<file path="config.mk">
export PLATFORM = sky130hd
export DESIGN_NAME = pbit_field_accum
export DESIGN_NICKNAME = d
export VERILOG_FILES = /design/src/rtl/pbit_pkg.sv /design/src/rtl/pbit_sat_clip.sv /design/src/rtl/pbit_field_accum.sv
export SDC_FILE = /design/constraint.sdc
export NUM_CORES = 1
export LEC_CHECK = 0
export ABC_AREA = 1
export BUFFER_PORTS_ARGS = -buffer_cell sky130_fd_sc_hd__buf_2
export CAP_MARGIN = 20
export CELL_PAD_IN_SITES_DETAIL_PLACEMENT = 1
export CELL_PAD_IN_SITES_GLOBAL_PLACEMENT = 2
export CORE_ASPECT_RATIO = 1.4
export CORE_MARGIN = 10
export CORE_UTILIZATION = 25
export CTS_CLUSTER_SIZE = 16
export DETAILED_ROUTE_END_ITERATION = 10
export GPL_TIMING_DRIVEN = 0
export PLACE_DENSITY_LB_ADDON = 0.1
export SLEW_MARGIN = 30
export SYNTH_ARGS = -nofsm -noshare
export SYNTH_HDL_FRONTEND = slang
export SYNTH_SLANG_ARGS = --single-unit
</file>
<file path="constraint.sdc">
create_clock -name clk -period 1.9 [get_ports clk]
set_input_delay 0 -clock clk [delete_from_list [all_inputs] [get_ports clk]]
set_output_delay 0 -clock clk [all_outputs]
set_load 0.01 [all_outputs]
</file>
<file path="src/rtl/pbit_pkg.sv">
// Shared definitions for the p-bit local-field accumulator and the p-bit stage:
// FSM state type, field width and default parameter widths.
package pbit_pkg;

    typedef enum logic [1:0] {
        ST_IDLE  = 2'd0,
        ST_ACCUM = 2'd1,
        ST_OUT   = 2'd2
    } pbit_state_e;

    localparam int FIELD_WIDTH   = 4;
    localparam int DEF_N_TERMS   = 8;
    localparam int DEF_W_WIDTH   = 4;
    localparam int DEF_ACC_WIDTH = 9;

    // Smallest signed width that holds +/-(n*2^(w-1) + 2^(w-1)) without wrap.
    function automatic int acc_width_min(input int n, input int w);
        int worst;
        worst = n * (2 ** (w - 1)) + (2 ** (w - 1));
        return $clog2(worst + 1) + 1;
    endfunction

endpackage

</file>
<file path="src/rtl/pbit_sat_clip.sv">
// Clamps a signed accumulator value into the signed FIELD_WIDTH range [-8, +7].
// Only instantiated when PBIT_FIELD_SAT_EN is defined.
module pbit_sat_clip
    import pbit_pkg::*;
#(
    parameter int ACC_WIDTH = DEF_ACC_WIDTH
) (
    input  logic signed [ACC_WIDTH-1:0]   acc_i,
    output logic signed [FIELD_WIDTH-1:0] field_o
);

    localparam logic signed [ACC_WIDTH-1:0] MAX_V = ACC_WIDTH'((2 ** (FIELD_WIDTH - 1)) - 1);
    localparam logic signed [ACC_WIDTH-1:0] MIN_V = ACC_WIDTH'(-(2 ** (FIELD_WIDTH - 1)));

    always_comb begin
        field_o = acc_i[FIELD_WIDTH-1:0];
        if (acc_i > MAX_V) begin
            field_o = MAX_V[FIELD_WIDTH-1:0];
        end else if (acc_i < MIN_V) begin
            field_o = MIN_V[FIELD_WIDTH-1:0];
        end
    end

endmodule

</file>
<file path="src/rtl/pbit_field_accum.sv">
// Local-field accumulator for one p-bit: h_i + sum_j J_ij*m_j over N_TERMS terms.
// Define PBIT_FIELD_SAT_EN to clamp the field to [-8,+7]; otherwise it wraps to 4 bits.
module pbit_field_accum
    import pbit_pkg::*;
#(
    parameter int N_TERMS   = DEF_N_TERMS,
    parameter int W_WIDTH   = DEF_W_WIDTH,
    parameter int ACC_WIDTH = DEF_ACC_WIDTH
) (
    input  logic                          clk,
    input  logic                          reset,
    input  logic                          start,
    input  logic signed [W_WIDTH-1:0]     bias,
    input  logic                          term_valid,
    output logic                          term_ready,
    input  logic                          spin_in,
    input  logic signed [W_WIDTH-1:0]     weight,
    output logic signed [FIELD_WIDTH-1:0] field_out,
    output logic                          field_valid,
    input  logic                          field_ready,
    output logic                          busy
);

    localparam logic [3:0] CNT_LAST = 4'(N_TERMS - 1);

    generate
        if (ACC_WIDTH < acc_width_min(N_TERMS, W_WIDTH)) begin : g_acc_width_check
            $error("pbit_field_accum: ACC_WIDTH too small for N_TERMS/W_WIDTH");
        end
        if (N_TERMS < 1 || N_TERMS > 15) begin : g_n_terms_check
            $error("pbit_field_accum: N_TERMS must be in 1..15");
        end
    endgenerate

    pbit_state_e                    state_q;
    logic signed [ACC_WIDTH-1:0]    acc_q;
    logic        [3:0]              count_q;
    logic                           start_q;
    logic signed [FIELD_WIDTH-1:0]  field_out_q;
    logic                           field_valid_q;
    logic                           term_ready_q;
    logic                           busy_q;

    logic signed [ACC_WIDTH-1:0]    bias_ext;
    logic signed [ACC_WIDTH-1:0]    weight_ext;
    logic signed [ACC_WIDTH-1:0]    term_val;
    logic signed [ACC_WIDTH-1:0]    acc_d;
    logic signed [FIELD_WIDTH-1:0]  field_d;

    // Extend before negating so that -(-2^(W-1)) is representable.
    assign bias_ext   = {{(ACC_WIDTH-W_WIDTH){bias[W_WIDTH-1]}}, bias};
    assign weight_ext = {{(ACC_WIDTH-W_WIDTH){weight[W_WIDTH-1]}}, weight};
    assign term_val   = spin_in ? weight_ext : -weight_ext;
    assign acc_d      = acc_q + term_val;

`ifdef PBIT_FIELD_SAT_EN
    pbit_sat_clip #(
        .ACC_WIDTH (ACC_WIDTH)
    ) u_sat_clip (
        .acc_i   (acc_d),
        .field_o (field_d)
    );
`else
    assign field_d = acc_d[FIELD_WIDTH-1:0];
`endif

    // start_q marks an accepted start; ACCUM is entered on the following edge.
    always_ff @(posedge clk) begin
        if (!reset) begin
            state_q       <= ST_IDLE;
            acc_q         <= '0;
            count_q       <= '0;
            start_q       <= 1'b0;
            field_out_q   <= '0;
            field_valid_q <= 1'b0;
            term_ready_q  <= 1'b0;
            busy_q        <= 1'b0;
        end else begin
            case (state_q)
                ST_IDLE: begin
                    if (start_q) begin
                        state_q      <= ST_ACCUM;
                        start_q      <= 1'b0;
                        term_ready_q <= 1'b1;
                        busy_q       <= 1'b1;
                    end else if (start) begin
                        acc_q   <= bias_ext;
                        count_q <= '0;
                        start_q <= 1'b1;
                    end
                end
                ST_ACCUM: begin
                    if (term_valid) begin
                        acc_q   <= acc_d;
                        count_q <= count_q + 4'd1;
                        if (count_q == CNT_LAST) begin
                            state_q       <= ST_OUT;
                            term_ready_q  <= 1'b0;
                            field_valid_q <= 1'b1;
                            field_out_q   <= field_d;
                        end
                    end
                end
                ST_OUT: begin
                    if (field_ready) begin
                        state_q       <= ST_IDLE;
                        field_valid_q <= 1'b0;
                        busy_q        <= 1'b0;
                    end
                end
                default: begin
                    state_q       <= ST_IDLE;
                    term_ready_q  <= 1'b0;
                    field_valid_q <= 1'b0;
                    busy_q        <= 1'b0;
                end
            endcase
        end
    end

    assign term_ready  = term_ready_q;
    assign field_out   = field_out_q;
    assign field_valid = field_valid_q;
    assign busy        = busy_q;

endmodule

</file>
# Word-level counts from Yosys, hierarchy flattened
# Cells that the tools add are included.
# totals
register_bits	23
inputBits	14
out_inout_bits	7
# classes
add_sub_neg	3
eq_ne	9
muxes	25
bitwise	3
n_reduce_logical	8
# op_table
operator	n
$mux W9	4
$pmux W9 S2	1
$reduce_and A4 Y1	4
$mux W4	3
$ne A2 B2 Y1 const B	6
$add A9 B9 Y9	1
$neg A4 Y9	1
$pmux W1 S3	3
$mux W1	8
$mux W2	4
$pmux W4 S2	1
$pmux W2 S3	1
$reduce_and A3 Y1	2
$add A4 B1 Y4 const B	1
$eq A4 B3 Y1 const B	1
$not A1 Y1	3
$eq A2 B1 Y1 const B	1
$eq A2 B2 Y1 const B	1
$logic_not A2 Y1	1
$reduce_bool A2 Y1	1

# Logic depth before layout (Yosys ltp)
# depth
ltp_word	5
depth_mapped	13
ltp_nobuf	13

# Worst setup path before layout
# Ideal clock, no wire load.
# synth_path
kind	input port to flip-flop
startpoint	in weight[0]
endpoint	reg acc_q[1]
setup_ps	119
t_arrival_ps	1359
required_ps	1781
path_slack_ps	422
stages	9
cell_sequence	inv_1 -> ha_1 -> inv_1 -> o21ai_0 -> inv_1 -> fa_1 -> o21ai_0 -> o21ai_0 -> a21oi_1
# synth_between
elab_chain_len	5
# synth_rtl
element	line	source
from (decl)	pbit_field_accum.sv:17	input logic signed [W_WIDTH-1:0] weight,
$neg A4 Y9	pbit_field_accum.sv:53	assign term_val = spin_in ? weight_ext : -weight_ext;
$mux W9 (*)	pbit_field_accum.sv:53	
$add A9 B9 Y9 (*)	pbit_field_accum.sv:54	assign acc_d = acc_q + term_val;
$mux W9 (*)	pbit_field_accum.sv:93	if (term_valid) begin
$pmux W9 S2 (*)	pbit_field_accum.sv:79	case (state_q)
to (signal assigned)	pbit_field_accum.sv:87	acc_q <= bias_ext;
to (decl)	pbit_field_accum.sv:36	logic signed [ACC_WIDTH-1:0] acc_q;
# Mark *: on every way between the ends. The rest lies on a longest branch, timed or not. The select of a mux whose other input is x is not followed.
# A chain may end at the register's enable or synchronous reset.

# Worst setup path in the final report
# layout_path
startpoint	reg acc_q[0]
endpoint	reg acc_q[1]
# layout_between
elab_chain_len	3
# layout_rtl
element	line
$add A9 B9 Y9	pbit_field_accum.sv:54
$mux W9	pbit_field_accum.sv:93
$pmux W9 S2	pbit_field_accum.sv:79
# No other way between the ends. The select of a mux whose other input is x is not followed.

==> key figures <==
Synth
  • Most frequent cell after synthesis: nand2_1
  • Dominant synthesized flop cell: dfxtp_1
  • Synth top area cells: dfxtp_1, nand2_1, inv_1
  • Synthesized area per cell: 6.934 sq um
  • Seq/Total Area, Yosys: 36.09%
  • Yosys warnings: 0
  • Most frequent cells after synthesis: nand2_1, inv_1, dfxtp_1
  • Synth Net Count: 164
  • Mapped cell area: 998.5 sq um
  • Post-synth ARST share: 0%
  • Post-Syn Instances: 144
  • Cell taking the most area after synthesis: dfxtp_1
  • Top cell type's share of synthesized area: 36.09%
  • Post-synth EDFFs: 0
  • Post-synth cell types: 25
  • Seq cells post-synth: 18

Drt
  • Vias: 978
  • Vias per std cell: 4.635
  • DRC viols: 0
  • Final wirelength: 2730 microns
  • Initial DRC Count: 30
  • Average wire per standard cell: 12.94 microns
  • 1st-pass router iterations: 4
  • Antenna-violating nets left: 0

Final layout
  • Area grow syn2layout: 20.93%
  • Filler instances: 500
  • Layout Nets: 189
  • Diodes inserted: 0
  • Layout cells sized above 1: 19.05%
  • Non-Filler Instances: 211

Setup path
  • CP Capture Type: flip-flop
  • Worst reg2reg path depth: 6
  • Element type at the critical path start: flip-flop
  • Kind of critical path: reg2reg
  • CP Data Required Time: 2.09 ns
  • Max Fanout on Critical Path: 2
  • WP data arrival: 1.69 ns

CTS
  • Root Driver: clkbuf_8
  • H-tree levels: 1
  • Post CTS Setup Buffer Count: 0
  • Cts bufs inserted: 3
  • Post-CTS resize count: 0
  • CTS Sinks: 18
  • Clk pin slew, worst setup/hold paths: 0.07 ns
  • Longest Clk Path Bufs: 2
  • CTS tree: built
  • # hold bufs at CTS: 0
  • Worst-Skew Late Latency: 0.26 ns

Placed design
  • RD Place Congestion: 0.7588
  • Post-DP HPWL: 2335 microns
  • Placed insts: 207
  • I/O Buffers: 20

Floorplan
  • Core Rows: 27
  • Initial Util: 25.70%
  • Die area: 0.006957 sq mm
  • Die height: 94.78 microns
  • Core box area: 0.003885 sq mm
  • I/O Pins: 21
  • Die Wd: 73.41 microns

Pwr
  • Psw: 0.0002795 W
  • Clk pwr share: 34.7%
  • Max IR drop VDD: 340.6 uV
  • Internal cell power: 0.0006580 W
  • Switching share of power: 29.81%
  • P_leak: 0.5829 nW
  • Reg power frac: 44.2%
  • Power per cell area: 776.4 mW/mm^2
  • Combinational share of power: 21.1%

STA
  • Worst Max-Slew Pin Slew: 0.4389 ns
  • Hold slack: 0.01757 ns
  • FMAX: 667.6 MHz
  • Slew HR: 70.74%
  • Period utilisation layout: 78.83%
  • Setup_tns: 0 ns
  • Final slew viol count: 0
  • Tmin final: 1.498 ns
  • RSZ-0062 raised after global routing: no
  • Final setup fails: 0
  • Layout Skew: 0.003721 ns
  • Final hold viol count: 0

Hold path
  • Hold path cells: 3
  • Hold Path Class: in2reg

Job
  • Max_cap viols: 0

Global routing
  • Global-route usage over all layers: 8.229%
  • Largest net degree at the start of global routing: 11
  • Global-route wire length before repair: 4567 microns
  • Total grt overflow: 0
  • Antenna violations before repair: 0
  • Vias in the first global route: 1111

Run status
  • Status: finished, final reports clean
==> critical path: stages (launching register included) <==
cell     delay (ns)
dfxtp_1        0.34
ha_1           0.17
inv_1          0.06
fa_1           0.46
o21ai_0        0.17
o21ai_0        0.10
a21oi_1        0.13
==> stage by stage <==
stage          instance area [sq um]   power, W  setup slack [ns]  utilization, %
4_1_cts                         1207  0.0009608            0.3829           31.08
5_1_grt                         1207  0.0009966            0.1996           31.08
2_1_floorplan                  998.5  0.0005601            0.4215               -
6_report                        1207  0.0009375            0.4022           31.08
3_3_place_gp                    1152  0.0006216            0.1707           29.66
3_5_place_dp                    1152  0.0006309            0.1116           29.66
==> cell families (layout without fill, tap and decap cells) <==
family | after synthesis | in the layout | synth area share [%]
buffers and inverters | 26 | 50 | 9.898
XOR/XNOR | 2 | 2 | 1.755
AO/OA/AOI/OAI | 24 | 24 | 13.16
multiplexers | 1 | 1 | 1.003
flip-flops | 18 | 18 | 36.09
adder cells (fa/ha/maj) | 6 | 6 | 8.271
AND/OR/NAND/NOR | 67 | 67 | 29.83
==> sequential cells by signal, indices dropped and copies added, names as in the netlist <==
name         count
field_valid      1
busy             1
start_q          1
acc_q            4
field_out        4
count_q          4
term_ready       1
state_q          2
==> layer usage <==
metal	vias up	part of all wire (%)	GRT usage [%]
li1	502	-	-
met1	455	39	7.678
met2	16	53	15.59
met3	5	4.9	1.994
met4	0	2.9	4.673
met5	-	0	0
==> final timing paths <==
kind / startpoint / end / slack (ns)
worst max-delay path: acc_q[0]$_SDFFE_PN0P_ / acc_q[1]$_SDFFE_PN0P_ / 0.40
worst min-delay path: bias[3] / acc_q[3]$_SDFFE_PN0P_ / 0.02
worst max register to register: acc_q[0]$_SDFFE_PN0P_ / acc_q[1]$_SDFFE_PN0P_ / 0.40
worst min register to register: field_valid$_SDFFE_PN0P_ / field_valid$_SDFFE_PN0P_ / 0.46
==> cell type report <==
class	count	area, sq um	share of cell area, %
multi-input combinational	100	539.3	44.66
clock buffer	4	55.05	4.560
sequential	18	360.3	29.84
tap	43	53.80	4.456
timing repair buffer	20	100.1	8.290
inverter	25	95.09	7.876
buffer	1	3.754	0.3109
==> placed cells by master (no fill, tap or decap) <==
cell	count
xnor2_1	1
buf_2	20
mux2i_1	1
nor3_1	1
clkinv_2	1
a211oi_1	2
nor2_1	11
a21oi_1	12
inv_2	1
nand2_2	1
ha_1	5
clkbuf_8	4
o211ai_1	1
a21oi_2	1
or2_1	1
nor2_2	2
clkbuf_1	1
dfxtp_1	18
xor2_1	1
nand4_1	1
nand3_1	11
inv_1	23
fa_1	1
o21ai_0	8
nand3b_1	1
nand2_4	2
nand2_1	36
==> power groups by stage <==
| stage | clock [W] | sequential (W) | combinational, W |
|---|---|---|---|
| after floorplan | 0 | 0.000421 | 0.000139 |
| after global placement | 0 | 0.000422 | 0.000199 |
| after detailed placement | 0 | 0.000424 | 0.000207 |
| after CTS | 0.000338 | 0.000415 | 0.000208 |
| after global routing | 0.000345 | 0.000419 | 0.000233 |
| final | 0.000325 | 0.000415 | 0.000198 |
Power figures use the tool's default switching activity.
